===== src/rtl/button_input.sv =====
// button_input: synchronises a raw button, debounces it with a four-state FSM and
// emits a clean level plus single-cycle press / release / long-press pulses.
module button_input #(
    parameter int DEBOUNCE_CYCLES = 120000,
    parameter int LONG_CYCLES     = 12000000
) (
    input  logic clk,
    input  logic rst,
    input  logic btn,
    output logic level,
    output logic press,
    output logic released,
    output logic long_press
);
    localparam int CW = $clog2(DEBOUNCE_CYCLES);
    localparam int HW = $clog2(LONG_CYCLES);
    localparam logic [CW-1:0] CNT_LAST  = CW'(DEBOUNCE_CYCLES - 1);
    localparam logic [HW-1:0] HOLD_LAST = HW'(LONG_CYCLES - 1);

    typedef enum logic [1:0] {RELEASED, PRESS_DEB, PRESSED, RELEASE_DEB} state_t;

    state_t        state, state_n;
    logic [CW-1:0] cnt, cnt_n;
    logic [HW-1:0] hold, hold_n;
    logic          s1, s2;
    logic          fired, fired_n;
    logic          level_n, press_n, release_n, long_n;

    always_ff @(posedge clk or posedge rst) begin
        if (rst) begin
            state      <= RELEASED;
            s1         <= 1'b0;
            s2         <= 1'b0;
            cnt        <= '0;
            hold       <= '0;
            fired      <= 1'b0;
            level      <= 1'b0;
            press      <= 1'b0;
            released   <= 1'b0;
            long_press <= 1'b0;
        end else begin
            state      <= state_n;
            s1         <= btn;
            s2         <= s1;
            cnt        <= cnt_n;
            hold       <= hold_n;
            fired      <= fired_n;
            level      <= level_n;
            press      <= press_n;
            released   <= release_n;
            long_press <= long_n;
        end
    end

    always_comb begin
        state_n = state;
        case (state)
            RELEASED:  state_n = s2 ? PRESS_DEB : RELEASED;
            PRESS_DEB: state_n = !s2 ? RELEASED : (cnt == CNT_LAST ? PRESSED : PRESS_DEB);
            PRESSED:   state_n = s2 ? PRESSED : RELEASE_DEB;
            default:   state_n = s2 ? PRESSED : (cnt == CNT_LAST ? RELEASED : RELEASE_DEB);
        endcase
    end

    // fired remembers that this press already produced its long_press
    always_comb begin
        cnt_n     = cnt;
        hold_n    = hold;
        fired_n   = fired;
        level_n   = level;
        press_n   = 1'b0;
        release_n = 1'b0;
        long_n    = 1'b0;
        case (state)
            RELEASED: begin
                if (s2) cnt_n = CW'(1);
            end
            PRESS_DEB: begin
                if (!s2) cnt_n = '0;
                else if (cnt == CNT_LAST) begin
                    level_n = 1'b1;
                    press_n = 1'b1;
                    hold_n  = '0;
                    fired_n = 1'b0;
                end else cnt_n = cnt + 1'b1;
            end
            PRESSED: begin
                if (!s2) cnt_n = CW'(1);
                else if (hold == HOLD_LAST) begin
                    long_n  = !fired;
                    fired_n = 1'b1;
                end else hold_n = hold + 1'b1;
            end
            default: begin
                if (s2) cnt_n = '0;
                else if (cnt == CNT_LAST) begin
                    level_n   = 1'b0;
                    release_n = 1'b1;
                end else cnt_n = cnt + 1'b1;
            end
        endcase
    end
endmodule


===== config.mk =====
export PLATFORM = sky130hd
export DESIGN_NAME = button_input
export DESIGN_NICKNAME = d
export VERILOG_FILES = /design/src/rtl/button_input.sv
export SDC_FILE = /design/constraint.sdc
export NUM_CORES = 1
export LEC_CHECK = 0
export CAP_MARGIN = 10
export CORE_MARGIN = 2
export CORE_UTILIZATION = 55
export CTS_CLUSTER_SIZE = 24
export DETAILED_ROUTE_END_ITERATION = 10
export PLACE_DENSITY = 0.86
export SLEW_MARGIN = 20
export SYNTH_ARGS = -nofsm -noshare
export SYNTH_HDL_FRONTEND = slang
export SYNTH_SLANG_ARGS = --single-unit

===== constraint.sdc =====
create_clock -name clk -period 2.4 [get_ports clk]
set_input_delay 0.48 -clock clk [delete_from_list [all_inputs] [get_ports clk]]
set_output_delay 0.48 -clock clk [all_outputs]
set_load 0.03 [all_outputs]

# Word level (Yosys, flattened, before mapping)
# Index checks and enable logic that the tools add are counted.
# W data, S select, Z words.
totals:
  ff_bits: 50
  latch_bits: 0
  mem_bits_rw: 0
  romBits: 0
  in_bits: 3
  output_inout_bits: 4
  elab_cells: 69
  mem_count: 0
classes:
  addsub: 2
  multipliers: 0
  div: 0
  magnitude_cmp: 0
  eq_ne: 12
  shift: 0
  n_mux: 35
  bitwise_logic: 1
  reduce_logical: 9
op_table:
  columns: ["op", "n"]
  rows:
  - ["$mux W24", 4]
  - ["$mux W17", 5]
  - ["$pmux W17 S3", 1]
  - ["$pmux W24 S2", 1]
  - ["$add A24 B1 Y24 const B", 1]
  - ["$eq A24 B24 Y1 const B", 1]
  - ["$add A17 B1 Y17 const B", 1]
  - ["$eq A17 B17 Y1 const B", 1]
  - ["$mux W1", 17]
  - ["$ne A2 B2 Y1 const B", 7]
  - ["$reduce_and A5 Y1", 2]
  - ["$mux W2", 4]
  - ["$pmux W2 S3", 1]
  - ["$pmux W1 S2", 2]
  - ["$reduce_and A4 Y1", 1]
  - ["$reduce_or A3 Y1", 1]
  - ["$eq A2 B1 Y1 const B", 1]
  - ["$eq A2 B2 Y1 const B", 1]
  - ["$logic_not A2 Y1", 1]
  - ["$ne A2 B1 Y1 const B", 1]
  - ["$reduce_and A2 Y1", 1]
  - ["$reduce_bool A2 Y1", 1]
  - ["$reduce_or A2 Y1", 1]
  - ["$logic_not A1 Y1", 1]
  - ["$not A1 Y1", 1]

# Longest topological paths before layout
# Gate-level depths: netlist (run 1).
depth:
  word_depth: 4
  mapped_depth: 9
  depth_no_buf: 7

# Least setup slack after synthesis (run 1)
# No wires, ideal clock.
synth_path:
  path_kind: "register to register"
  from: "reg state[0]"
  to: "reg hold[18]"
  setup_ps: 121
  arrival_ps: 2199
  required_time_ps: 2279
  slack_ps: 80
  path_stages_with_launch: 10
  n_path_buf: 2
  synth_period_minus_slack_ps: 2320
  cell_sequence: "dfrtp_1 clkbuf_1 nor2b_1 ha_1 nand4bb_1 or3_1 buf_2 a2111oi_4 xnor2_1 nor2_1"
synth_via:
  elab_chain_len: 3
  word_cells_on_any_way: 9
  cone_classes: "6 x eq/ne; 1 x mux; 2 x reduce/logical"
synth_rtl:
  columns: ["item", "line", "rtl"]
  rows:
  - ["from (decl)", "22", "state_t state, state_n;"]
  - ["from (signal assigned)", "42", "state <= state_n;"]
  - ["$eq A2 B2 Y1 or $eq A2 B1 Y1 (tied branches)", "74", "case (state)"]
  - ["$ne A2 B2 Y1 (no source line) or $reduce_bool A2 Y1 (tied branches)", null, null]
  - ["$reduce_and A5 Y1 (no source line)", null, null]
  - ["to (signal assigned)", "46", "hold <= hold_n;"]
  - ["to (decl)", "24", "logic [HW-1:0] hold, hold_n;"]
# Parallel ways exist; a longest one is shown, timed or not.
# A chain may end at the register's enable or synchronous reset.

# Worst setup path in the final report (run 1)
# Ends and elaborated chain as after synthesis.

==> results.yml, run 1 <==
outcome:
  status: "finished clean"
timing:
  fin_crit_sh_pct: 93.9
  tightestPinTransition_ns: 0.532
  setup_tns_ns: 0
  setup_viol: 0
  finalClockSkew_ns: 0.00480
  layout_min_cycle_time_ns: 2.25
  rsz0062_at_grt: "no"
  slew_violations: 0
  relSlewSlack_pct: 64.4
  fmax_ghz: 0.444
  hold_viol_final: 0
clock_network:
  hold_buffers: 0
  post_cts_buffers: 0
  clock_path_buffers: 2
  numCtsBuffers: 5
  cts_tree: "yes"
  cts-htree-levels: 2
  clk_pin_slew_ns: 0.09
  cts-root-buf: "clkbuf_8"
  cts.sinks: 50
  cts-resized-gates: 0
  clk_latency_ns: 0.31
synthesis:
  yosys-top-cells-count: "50 x dfrtp_1, 34 x nor2_1, 23 x nand2_1"
  synth_top_area_cell: "dfrtp_1"
  synth_edf_count: 0
  synth_cells: 277
  ys_ff_latch: 50
  yosys_warnings: 0
  synth-simple-area-share_pct: 28.6
  synth-xor-area-share_pct: 7.78
  yosys-mux-area-fraction_pct: 1.90
  synthMostInstantiatedCell: "dfrtp_1"
  synthesis.nets: 283
  synthAdderAreaFrac_pct: 1.39
  synth_top_cell_area_share_pct: 46.3
  yosys_most_used_dff: "dfrtp_1"
  synthesis.area_mm2: 0.00270
  synth_top_family_by_area: "simple AND/OR/NAND/NOR gates"
  yosys-top-cells-area: "dfrtp_1 46%, xnor2_1 7.1%, nor2_1 4.7%"
  ys_seq_area_share_pct: 46.3
  synth_compound_area_share_pct: 11.0
  async_reset_ff_share_pct: 100
  syn_area_per_cell_um2: 9.75
  synth_cell_types: 51
detailed_routing:
  wire_per_inst_um: 14.3
  drtIter0Drc: 179
  drt_wl_total_mm: 5.12
  drtPass1Iterations: 4
  ant_nets: 0
  vias: 2069
  vias_per_cell: 5.76
  drcViolationCount: 0
floorplan:
  die_h_um: 74.1
  start_util_pct: 57.2
  core_area_mm2: 0.00472
  io_pins: 7
  die-area_mm2: 0.00549
  die_w_um: 74.1
  rows: 25
worst_setup_path:
  rr_worst_depth: 7
  regToRegSetupSlack_ns: 0.15
  critPathRequiredTime_ns: 2.60
  startpoint_type: "register"
  arrival_ns: 2.45
  critPathMaxFanout: 6
  worstSetupPathType: "register to register"
  rr_endpoint: "hold[18]"
  regToRegStartpoint: "state[0]"
  crit_start: "state[0]"
  cp-endpoint: "hold[18]"
  crit_path_end_kind: "register"
pwr:
  powerDensity_mw_per_mm2: 509
  p_leak_nw: 1.25
  peakVddDrop_mv: 0.442
  total_power_w: 0.00153
global_routing:
  met2_usage_pct: 34.2
  grt_pass1_vias: 1953
  antenna_found_initial: 0
  overflow: 0
  use_met1_pct: 27.7
  grt.busiest_layer: "met2"
  grt_max_degree: 29
  use_met3_pct: 3.79
  grt_pass1_wl_mm: 8.86
  grt_use_total_pct: 20.7
final_layout:
  area_delta_synth_final_pct: 11.0
  finalNetCount: 297
  diodes: 0
  n_fill_cell: 360
  drive_above_1_share_pct: 9.93
  fin_util_pct: 63.5
  stdcell_count: 359
placed_design:
  numPortBuffers: 6
  detailed_place_hpwl_mm: 3.72
  place_inst: 351
  gp_congestion: 0.845
run:
  cap_violations: 0
min_path:
  min-delay-path-class: "register to register"
==> layer usage <==
| metal | part of all wire, % | routed length, um |
|---|---|---|
| met1 | 47 | 2430 |
| met2 | 49 | 2490 |
| met3 | 2.6 | 132 |
| met4 | 1.2 | 63 |
| met5 | 0 | 0 |
==> metrics by stage <==
stage          hold WS [ns]  setup WS (ns)  area, um^2
6_report              0.363          0.145        3000
3_3_place_gp          0.331          0.230        2890
4_1_cts               0.366          0.145        3000
3_5_place_dp          0.344          0.170        2890
2_1_floorplan         0.331         0.0800        2700
5_1_grt               0.371       0.000192        3000
==> final cells by class <==
class,count,area (um^2),share of cell area [%]
multi-input cells,207,1370,45.7
flip-flops and latches,50,1250,41.7
repair buffers,14,133,4.42
well taps,67,83.8,2.80
clock buffers,5,68.8,2.30
inverters,13,48.8,1.63
clock inverters,3,43.8,1.46
==> critical path, stage by stage, from the launching register on <==
cell and delay [ns]:
dfrtp_1 0.38, nor2b_1 0.15, ha_1 0.21, nand4bb_1 0.28
or3_1 0.54, a2111oi_4 0.36, xnor2_1 0.16, nor2_1 0.06
==> state kept, by name, summed over array words and instances, names as in the netlist <==
signal      flops
cnt            17
fired           1
hold           24
level           1
long_press      1
press           1
released        1
s1              1
s2              1
state           2
==> logic make-up (layout without fill, tap and decap cells) <==
kind of cell | count (synthesis) | after routing
compound gates | 41 | 41
xor+xnor | 24 | 24
fa+ha+maj | 3 | 3
buf+inv | 20 | 35
flops | 50 | 50
mux | 5 | 5
simple gates | 134 | 134
==> power breakdown <==
group          switching [W]  internal [W]   total, W
sequential        0.00000517      0.000849   0.000854
clock               0.000292      0.000313   0.000605
combinational      0.0000431     0.0000234  0.0000665
==> worst min-delay path by stage <==
stage               from  end  slack [ns]  depth (start not counted)
finish                s1   s2        0.36                          0
global route          s1   s2        0.37                          0
CTS                   s1   s2        0.37                          0
detailed placement    s1   s2        0.34                          0
global placement      s1   s2        0.33                          0
floorplan             s1   s2        0.33                          0
==> cells in the final DEF (no fill, tap or decap), types with 3 or more instances in the layout <==
| master | instances |
|---|---|
| nand2b_1 | 3 |
| nand4bb_1 | 3 |
| and2_1 | 4 |
| a31oi_1 | 3 |
| mux2i_1 | 4 |
| and4_1 | 4 |
| inv_1 | 12 |
| nor4_1 | 4 |
| o31ai_1 | 4 |
| a21oi_1 | 9 |
| ha_1 | 3 |
| nor2b_1 | 3 |
| xnor2_1 | 22 |
| nor3_1 | 13 |
| nor2_1 | 34 |
| nand2_1 | 23 |
| or3_1 | 8 |
| o21ai_0 | 6 |
| clkbuf_8 | 5 |
| and3_1 | 3 |
| dfrtp_1 | 50 |
| o311ai_0 | 3 |
| buf_4 | 7 |
| o211ai_1 | 5 |
| nand3_1 | 11 |
| clkdlybuf4s50_1 | 6 |
(Power assumes the default switching activity.)
==> run 2, diff against run 1 <==
Settings changed: ABC_AREA set to 1, CORE_UTILIZATION 55 to 30, PLACE_DENSITY 0.86 to 0.57.
==> results.yml, run 2 <==
outcome:
  status: "finished clean"
min_path:
  min-delay-path-class: "register to register"
  min_path_cells: 0
global_routing:
  antenna_found_initial: 0
  grt_pass1_vias: 2977
  grt_use_total_pct: 14.9
  overflow: 0
  grt_max_degree: 32
  grt_pass1_wl_mm: 14.2
floorplan:
  die_w_um: 110
  die-area_mm2: 0.0121
  io_pins: 7
  die_h_um: 110
  rows: 38
  start_util_pct: 31.0
  core_area_mm2: 0.0109
detailed_routing:
  vias: 3102
  ant_nets: 0
  wire_per_inst_um: 12.4
  drcViolationCount: 0
  drtIter0Drc: 129
  vias_per_cell: 4.76
  drtPass1Iterations: 5
  drt_wl_total_mm: 8.12
final_layout:
  mostFrequentLayoutCells: "169 x nand2_1, 82 x nor2_1, 50 x dfrtp_1"
  final_common_cell: "nand2_1"
  largest_reg_flops: 24
  drive_above_1_share_pct: 8.01
  top_regs: "hold x24, cnt x17, state x2"
  top_register: "hold"
  finalNetCount: 517
  diodes: 0
  area_delta_synth_final_pct: 9.28
  design_area_mm2: 0.00368
synthesis:
  yosys_most_used_dff: "dfrtp_1"
  synthMostInstantiatedCell: "nand2_1"
  synth_cells: 501
  ys_seq_area_share_pct: 37.1
  async_reset_ff_share_pct: 100
  synth_top_family_by_area: "simple AND/OR/NAND/NOR gates"
  synth_cell_types: 34
  yosys-top-cells-count: "169 x nand2_1, 82 x nor2_1, 50 x dfrtp_1"
  yosys_warnings: 0
  ys_ff_latch: 50
  synthesis.area_mm2: 0.00337
  synthAdderAreaFrac_pct: 1.11
  synth-xor-area-share_pct: 3.86
  synth_top_cell_area_share_pct: 37.1
  yosys-mux-area-fraction_pct: 0
  synth-simple-area-share_pct: 46.0
  synth_edf_count: 0
  synth_compound_area_share_pct: 3.82
  yosys-top-cells-area: "dfrtp_1 37%, nand2_1 19%, nor2_1 9.1%"
  synthesis.nets: 507
  synth_top_area_cell: "dfrtp_1"
  syn_area_per_cell_um2: 6.73
worst_setup_path:
  critPathMaxFanout: 24
  cp_cell_sequence: "ha_1, nand3_2, nor2_2, nand3_2, nand2_2, nand2_4, nand2_8, nand2_1, nand2_1"
  rr_endpoint: "hold[22]"
  slowest_stage: "dfrtp_1"
  crit_start: "hold[0]"
  regToRegSetupSlack_ns: 0.38
  rr_worst_depth: 9
  worst-path-stages: 9
  cp-endpoint: "hold[22]"
  crit_path_end_kind: "register"
  regToRegStartpoint: "hold[0]"
  worstSetupPathType: "register to register"
  critPathRequiredTime_ns: 2.65
  critPathBufInv: 0
  startpoint_type: "register"
  cpPeakStageDelay_ns: 0.49
  critical_path.top_delay_family: "simple AND/OR/NAND/NOR gates"
  arrival_ns: 2.27
clock_network:
  hold_buffers: 0
  cts.sinks: 50
  cts_tree: "yes"
  clk_latency_ns: 0.31
  cts-resized-gates: 0
  clk_pin_slew_ns: 0.10
  post_cts_buffers: 0
  cts-htree-levels: 2
  clock_path_buffers: 2
  numCtsBuffers: 5
  cts-root-buf: "clkbuf_8"
timing:
  setup_tns_ns: 0
  hold_viol_final: 0
  fmax_ghz: 0.495
  fin_crit_sh_pct: 84.1
  layout_min_cycle_time_ns: 2.02
  tightestPinTransition_ns: 0.680
  rsz0062_at_grt: "no"
  slew_violations: 0
  relSlewSlack_pct: 54.6
  setup_viol: 0
  finalClockSkew_ns: 0.00763
placed_design:
  detailed_place_hpwl_mm: 6.11
  gp_congestion: 0.880
  numPortBuffers: 6
  dpl-instance-area_mm2: 0.00358
pwr:
  powerDensity_mw_per_mm2: 426
  peakVddDrop_mv: 0.216
  p_leak_nw: 1.61
run:
  cap_violations: 0
-- run 2: changes by cell type after synthesis, moves of 5 or more --
cell / before / now
nand2_1: 23 / 169
nor2_1: 34 / 82
nand3_1: 11 / 47
inv_1: 13 / 48
xnor2_1: 22 / 3
nand4_1: 2 / 16
nand2_2: 0 / 9
or3_1: 8 / 0
xor2_1: 2 / 10
inv_2: 0 / 5
-- run 2: report_power, final --
part           switching (W)  internal (W)
Combinational      0.0000756     0.0000266
Sequential        0.00000748      0.000850
Clock               0.000297      0.000313
Total               0.000380       0.00119
-- run 2: layer usage --
metal | part of all wire [%] | vias up | GRT usage [%]
li1 | - | 1607 | -
met1 | 46 | 1430 | 18.9
met2 | 50 | 55 | 26.1
met3 | 3.1 | 10 | 2.18
met4 | 1.4 | 0 | 4.34
met5 | 0 | - | 0
-- run 2: final cells by class --
type | count | area [um^2]
clock buffers | 7 | 76.3
multi-input cells | 389 | 1850
fillers | 1161 | 7200
well taps | 140 | 175
clock inverters | 1 | 30.0
repair buffers | 11 | 97.6
inverters | 54 | 208
flip-flops and latches | 50 | 1250
-- run 2: worst min-delay path by stage --
stage | start | to | slack (ns)
floorplan | s1 | s2 | 0.33
global placement | s1 | s2 | 0.34
detailed placement | s1 | s2 | 0.34
CTS | s1 | s2 | 0.36
global route | s1 | s2 | 0.38
finish | s1 | s2 | 0.36
-- run 2: kinds of logic (layout without fill, tap and decap cells) --
group | after synthesis | after routing
flip-flops | 50 | 50
AO/OA/AOI/OAI | 23 | 23
AND/OR/NAND/NOR | 349 | 349
XOR/XNOR | 14 | 14
buffers and inverters | 62 | 73
adder cells (fa/ha/maj) | 3 | 3
-- run 2: metrics by stage --
stage	power, W	instances	setup slack [ns]	util [%]	hold WS (ns)
2_1_floorplan	0.000954	501	0.713	-	0.331
3_3_place_gp	0.000978	644	0.459	32.9	0.336
3_5_place_dp	0.000978	644	0.426	32.9	0.339
4_1_cts	0.00160	652	0.393	33.8	0.362
5_1_grt	0.00165	652	0.168	33.8	0.379
6_report	0.00157	652	0.381	33.8	0.360
-- run 2: worst reg2reg max path, stage by stage, from the launching register on --
cell	delay (ns)
dfrtp_1	0.49
ha_1	0.33
nand3_2	0.18
nor2_2	0.19
nand3_2	0.14
nand2_2	0.12
nand2_4	0.14
nand2_8	0.21
nand2_1	0.09
nand2_1	0.08
